**src/rtl/divider_pkg.sv**
```systemverilog
// divider_pkg: shared width, FSM state type and divide-by-zero constants (DIVIDER_DBZ_EARLY_EN)
package divider_pkg;
  localparam int DIV_WIDTH = 32;
  typedef enum logic [1:0] {IDLE, ITER, FIXUP} div_state_t;
  localparam logic [DIV_WIDTH-1:0] DBZ_Q_POS = '1;
  localparam logic [DIV_WIDTH-1:0] DBZ_Q_NEG = DIV_WIDTH'(1);
endpackage

```
**src/rtl/divider_step.sv**
```systemverilog
// divider_step: one combinational radix-2 restoring step on unsigned magnitudes
module divider_step
  import divider_pkg::*;
#(
  parameter int WIDTH = DIV_WIDTH
) (
  input  logic [WIDTH-1:0] rem_i,
  input  logic             msb_i,
  input  logic [WIDTH-1:0] dvs_i,
  output logic [WIDTH-1:0] rem_o,
  output logic             q_o
);
  logic [WIDTH:0] partial;
  // shift the next dividend bit in and subtract when the divisor fits
  always_comb begin
    partial = {rem_i, msb_i};
    q_o     = partial >= {1'b0, dvs_i};
    rem_o   = q_o ? partial[WIDTH-1:0] - dvs_i : partial[WIDTH-1:0];
  end
endmodule

```
**src/rtl/divider.sv**
```systemverilog
// divider: sequential MIPS DIV/DIVU, LO=quotient HI=remainder; DIVIDER_DBZ_EARLY_EN short-cuts divide-by-zero
module divider
  import divider_pkg::*;
#(
  parameter int WIDTH = DIV_WIDTH,
  parameter int CNT_W = 6
) (
  input  logic             clk,
  input  logic             reset,
  input  logic             start,
  input  logic             signed_op,
  input  logic [WIDTH-1:0] input_1,
  input  logic [WIDTH-1:0] input_2,
  output logic [WIDTH-1:0] hi_output,
  output logic [WIDTH-1:0] lo_output,
  output logic             stall
);
  div_state_t       state_q, state_d;
  logic             sgn_q, sgn_d, dneg_q, dneg_d, vneg_q, vneg_d;
  logic [WIDTH-1:0] dvd_q, dvd_d, dvs_q, dvs_d, rem_q, rem_d, hi_q, hi_d, lo_q, lo_d;
  logic [CNT_W-1:0] cnt_q, cnt_d;
  logic [WIDTH-1:0] step_rem;
  logic             step_q;
  logic [WIDTH-1:0] abs_1, abs_2;

  divider_step #(.WIDTH(WIDTH)) u_step (
    .rem_i(rem_q),
    .msb_i(dvd_q[WIDTH-1]),
    .dvs_i(dvs_q),
    .rem_o(step_rem),
    .q_o  (step_q)
  );

  assign abs_1     = (signed_op && input_1[WIDTH-1]) ? -input_1 : input_1;
  assign abs_2     = (signed_op && input_2[WIDTH-1]) ? -input_2 : input_2;
  assign stall     = reset && ((state_q == IDLE && start) || state_q != IDLE);
  assign hi_output = hi_q;
  assign lo_output = lo_q;

  // next-state: latch magnitudes, iterate, then apply signs to the results
  always_comb begin
    state_d = state_q;
    sgn_d   = sgn_q;
    dneg_d  = dneg_q;
    vneg_d  = vneg_q;
    dvd_d   = dvd_q;
    dvs_d   = dvs_q;
    rem_d   = rem_q;
    cnt_d   = cnt_q;
    hi_d    = hi_q;
    lo_d    = lo_q;
    case (state_q)
      IDLE: if (start) begin
        sgn_d   = signed_op;
        dneg_d  = input_1[WIDTH-1];
        vneg_d  = input_2[WIDTH-1];
        dvd_d   = abs_1;
        dvs_d   = abs_2;
        rem_d   = '0;
        cnt_d   = '0;
        state_d = ITER;
`ifdef DIVIDER_DBZ_EARLY_EN
        if (input_2 == '0) begin
          dvd_d   = DBZ_Q_POS;
          rem_d   = abs_1;
          state_d = FIXUP;
        end
`endif
      end
      ITER: begin
        rem_d   = step_rem;
        dvd_d   = {dvd_q[WIDTH-2:0], step_q};
        cnt_d   = cnt_q + 1'b1;
        state_d = (cnt_q == CNT_W'(WIDTH-1)) ? FIXUP : ITER;
      end
      FIXUP: begin
        lo_d    = (sgn_q && (dneg_q ^ vneg_q)) ? -dvd_q : dvd_q;
        hi_d    = (sgn_q && dneg_q) ? -rem_q : rem_q;
        state_d = IDLE;
      end
      default: state_d = IDLE;
    endcase
  end

  // state registers with synchronous active-low reset that dominates everything
  always_ff @(posedge clk) begin
    if (!reset) begin
      state_q <= IDLE;
      sgn_q   <= 1'b0;
      dneg_q  <= 1'b0;
      vneg_q  <= 1'b0;
      dvd_q   <= '0;
      dvs_q   <= '0;
      rem_q   <= '0;
      cnt_q   <= '0;
      hi_q    <= '0;
      lo_q    <= '0;
    end else begin
      state_q <= state_d;
      sgn_q   <= sgn_d;
      dneg_q  <= dneg_d;
      vneg_q  <= vneg_d;
      dvd_q   <= dvd_d;
      dvs_q   <= dvs_d;
      rem_q   <= rem_d;
      cnt_q   <= cnt_d;
      hi_q    <= hi_d;
      lo_q    <= lo_d;
    end
  end
endmodule
```
**config.mk**
```make
export PLATFORM = sky130hd
export DESIGN_NAME = divider
export DESIGN_NICKNAME = d
export VERILOG_FILES = /design/src/rtl/divider_pkg.sv /design/src/rtl/divider_step.sv /design/src/rtl/divider.sv
export SDC_FILE = /design/constraint.sdc
export NUM_CORES = 1
export LEC_CHECK = 0
export ABC_AREA = 1
export CORE_ASPECT_RATIO = 1.5
export CORE_MARGIN = 5
export CORE_UTILIZATION = 30
export CTS_CLUSTER_DIAMETER = 80
export CTS_CLUSTER_SIZE = 14
export DETAILED_ROUTE_END_ITERATION = 8
export SKIP_LAST_GASP = 1
export SLEW_MARGIN = 20
export SYNTH_ARGS = -nofsm -noshare
export SYNTH_HDL_FRONTEND = slang
export SYNTH_SLANG_ARGS = --single-unit
```
**constraint.sdc**
```tcl
create_clock -name clk -period 2.45 [get_ports clk]
set_clock_uncertainty 0.2 [all_clocks]
set_input_delay 0.3675 -clock clk [delete_from_list [all_inputs] [get_ports clk]]
set_output_delay 0.3675 -clock clk [all_outputs]
set_load 0.005 [all_outputs]
```
==> metrics <==
status=complete, no violations; critical path arrival=2.57 ns; DRC violations left=0; Yosys warnings=0; Pins Over Slew Limit=0; CTS sink cnt=171; Fin. Hold Viols=0; top_reg_cell synth=dfxtp_1; cell area after layout=17100 um2; root buf cell=clkbuf_16; Final period util=a little under 100%; Layout area overhead=35.9%; Cell Int Power=0.00837 W; layout cells sized above 1=17.9%; Setup violations, final=0; gpl congestion=0.982; clk buf depth=2; worst-path cell chain=inv_4 -> ha_4 -> buf_4 -> nand2_1 -> nand2_1 -> inv_1 -> nand2_1 -> nand2_1 -> nand3_2 -> nand2_2 -> nand2_2 -> nand3_4 -> buf_6 -> nand2_4 -> clkinvlp_4 -> nand4_1 -> nand3_1; Hold Startpoint=cnt_q[5]; kind of critical path=flip-flop to flip-flop; largest family of logic cells by synthesized area=simple AND/OR/NAND/NOR gates; mux cell area share after synthesis=0%; routed wire length=about 50 mm; CTS Hold Bufs=0; CP required=2.59 ns; total of max-cap violations=0; compound-gate portion of the synthesized area=18.3%; switching power=between 0.007 and 0.008 W; DP Worst Slack=-0.460 ns; Setup crit end kind=flip-flop; total inserted antenna cells=0; worst rel slew slack=65.2%; core area=roughly 42000 um2; commonest non-fill, non-tap cell in the layout=nand2_1; Post-Syn Instances=2061; routed vias/inst=4.88; crit path time final=2.42 ns; Setup crit start kind=flip-flop; Nets=roughly 2500; aggregate global-route resource usage=21.2%; RSZ-0062 raised after global routing=yes; switching part of the total=46.5%; Port-buffer cells=132; Clock power frac=17.2%; Cell Area, Synth=about 13000 um2; num rows=92; remaining antenna violation count after routing=0; H-Tree Depth=4; worst vdd ir=0.648 mV; max frequency=0.412 GHz; most numerous cell on the critical path=nand2_1; Placed Area=approximately 16000 um2; setup ws final=~0.026 ns; Gate power share=62.2%; first-pass GRT wire length=76.2 mm; largest stage delay on the critical path=0.35 ns; Initial Utilization=a little under a third; Die Wd=177 um; Detailed Place HPWL=between 30 and 40 mm; pwr dens=a little over 900 nW/um2; vias in the first global route=roughly 14000; Slowest-stage cell, CP=dfxtp_2; syn nets=2167; Synth Area in Simple Gates=33.0%; Clk Latency, worst-skew pair=0.46 ns; initial antenna violation count=0; Tot Pwr=0.0157 W; leading cell types in the layout, fill and taps excluded=nand2_1 (498), inv_1 (295), nor2_1 (219); CTS clk-pin slew, worst paths=around 0.080 ns; synth unique cells=56; RR Startpoint=dvs_q[4]; post-synthesis adder-cell area fraction=3.84%; Leak=7.94 nW; vias=14300; number of I/O pins=133; Avg Inst Size Synth=6.11 um2; DRT Pass-1 Iters=6; gr ovfl total=0; asr flop ratio synth=0%; Die Area=46200 um2; WL/cell=between 15 and 20 um; synthesized flop and latch total=171; Post-synth EDFFs=0; Hold Path Class=flip-flop to flip-flop; Max Fanout on Critical Path=6; CTS buffer count=17; sequential share of the synthesized area=27.2%; Die Y=~260 um; CTS tree=done; XOR/XNOR Fraction of Synth Area=5.29%; Worst Setup SP=dvs_q[4]; Slew @ Worst Pin=about 0.52 ns; largest net degree at the start of global routing=90; Initial DRC Count=830; Reg power frac=20.6%
cells by family after synthesis:
group	count (synthesis)
AO/OA/AOI/OAI	399
XOR/XNOR	76
adder cells (fa/ha/maj)	38
buffers and inverters	394
flip-flops	171
AND/OR/NAND/NOR	983
timing repair:
item	CTS	global route
gates cloned	3	0
endpoints found under the setup margin	34	40
pin swaps	11	8
resized for setup	62	76
buffers inserted	5	11
worst paths after layout:
path,endpoint,slack [ns],cells after the start
worst max-delay path,rem_q[2],0.03,17
worst min-delay path,state_q[1],0.28,1
worst max register to register,rem_q[2],0.03,17
worst min register to register,state_q[1],0.28,1
flip-flops by register name, summed over array words and instances (netlist names), 2 cells and up:
signal,flops
dvd_q,32
dvs_q,32
hi_output,32
lo_output,32
rem_q,32
cnt_q,6
state_q,2
power by group through the flow:
stage / logic [W] / registers (W) / clock network [W]
floorplan: 0.00558 / 0.00325 / 0
CTS: 0.00932 / 0.00320 / 0.00274
finish: 0.00973 / 0.00323 / 0.00269
detailed placement: 0.00839 / 0.00324 / 0
global placement: 0.00837 / 0.00323 / 0
global route: 0.0106 / 0.00325 / 0.00286
through the flow:
| stage | std cells | hold slack, ns | setup TNS (ns) | utilization [%] |
|---|---|---|---|---|
| finish | 2926 | 0.277 | 0 | 40.9 |
| floorplan | 2061 | 0.221 | 0 | - |
| detailed placement | 2876 | 0.262 | -6.51 | 37.8 |
| CTS | 2916 | 0.279 | 0 | 40.2 |
| global route | 2926 | 0.297 | -1.59 | 40.9 |
| global placement | 2876 | 0.253 | -4.99 | 37.8 |
worst max-delay path: cells and delay by family, from the launching register on:
family | cells | cell delay, ns
simple gates | 11 | 0.91
buf+inv | 5 | 0.55
flops | 1 | 0.35
fa+ha+maj | 1 | 0.27
metal layers:
| layer | global-route usage, % | vias up | routed length [um] |
|---|---|---|---|
| li1 | - | 7201 | - |
| met1 | 20.9 | 6582 | 18000 |
| met2 | 42.1 | 368 | 27300 |
| met3 | 2.33 | 122 | 1350 |
| met4 | 11.9 | 0 | 3170 |
| met5 | 0 | - | 0 |
Yosys cell counts (6+ instances only):
cell type / instances / area [um2]
nand2_1: 520 / 1950
inv_1: 315 / 1180
nor2_1: 233 / 875
dfxtp_1: 171 / 3420
o21ai_0: 147 / 736
a21oi_1: 137 / 686
nand3_1: 129 / 646
clkbuf_1: 54 / 203
xor2_1: 54 / 473
ha_1: 37 / 463
o211ai_1: 33 / 248
o21ai_1: 22 / 110
xnor2_1: 22 / 193
nand4_1: 21 / 131
nor3_1: 21 / 105
nand2_2: 17 / 106
o221ai_1: 17 / 149
o21ai_2: 11 / 96.3
nand3_2: 8 / 80.1
a21oi_2: 7 / 61.3
inv_2: 7 / 26.3
nand3b_1: 7 / 52.6
nor2_2: 6 / 37.5
cell type report:
cell class	count	area, um2
Multi-Input combinational cell	1497	8200
Timing Repair Buffer	338	2970
Fill cell	4433	24700
Clock inverter	15	145
Tap cell	564	706
Sequential cell	171	3440
Clock buffer	17	425
Timing Repair inverter	1	7.51
Inverter	323	1230
Note: power is estimated with default switching activity, not from simulation.
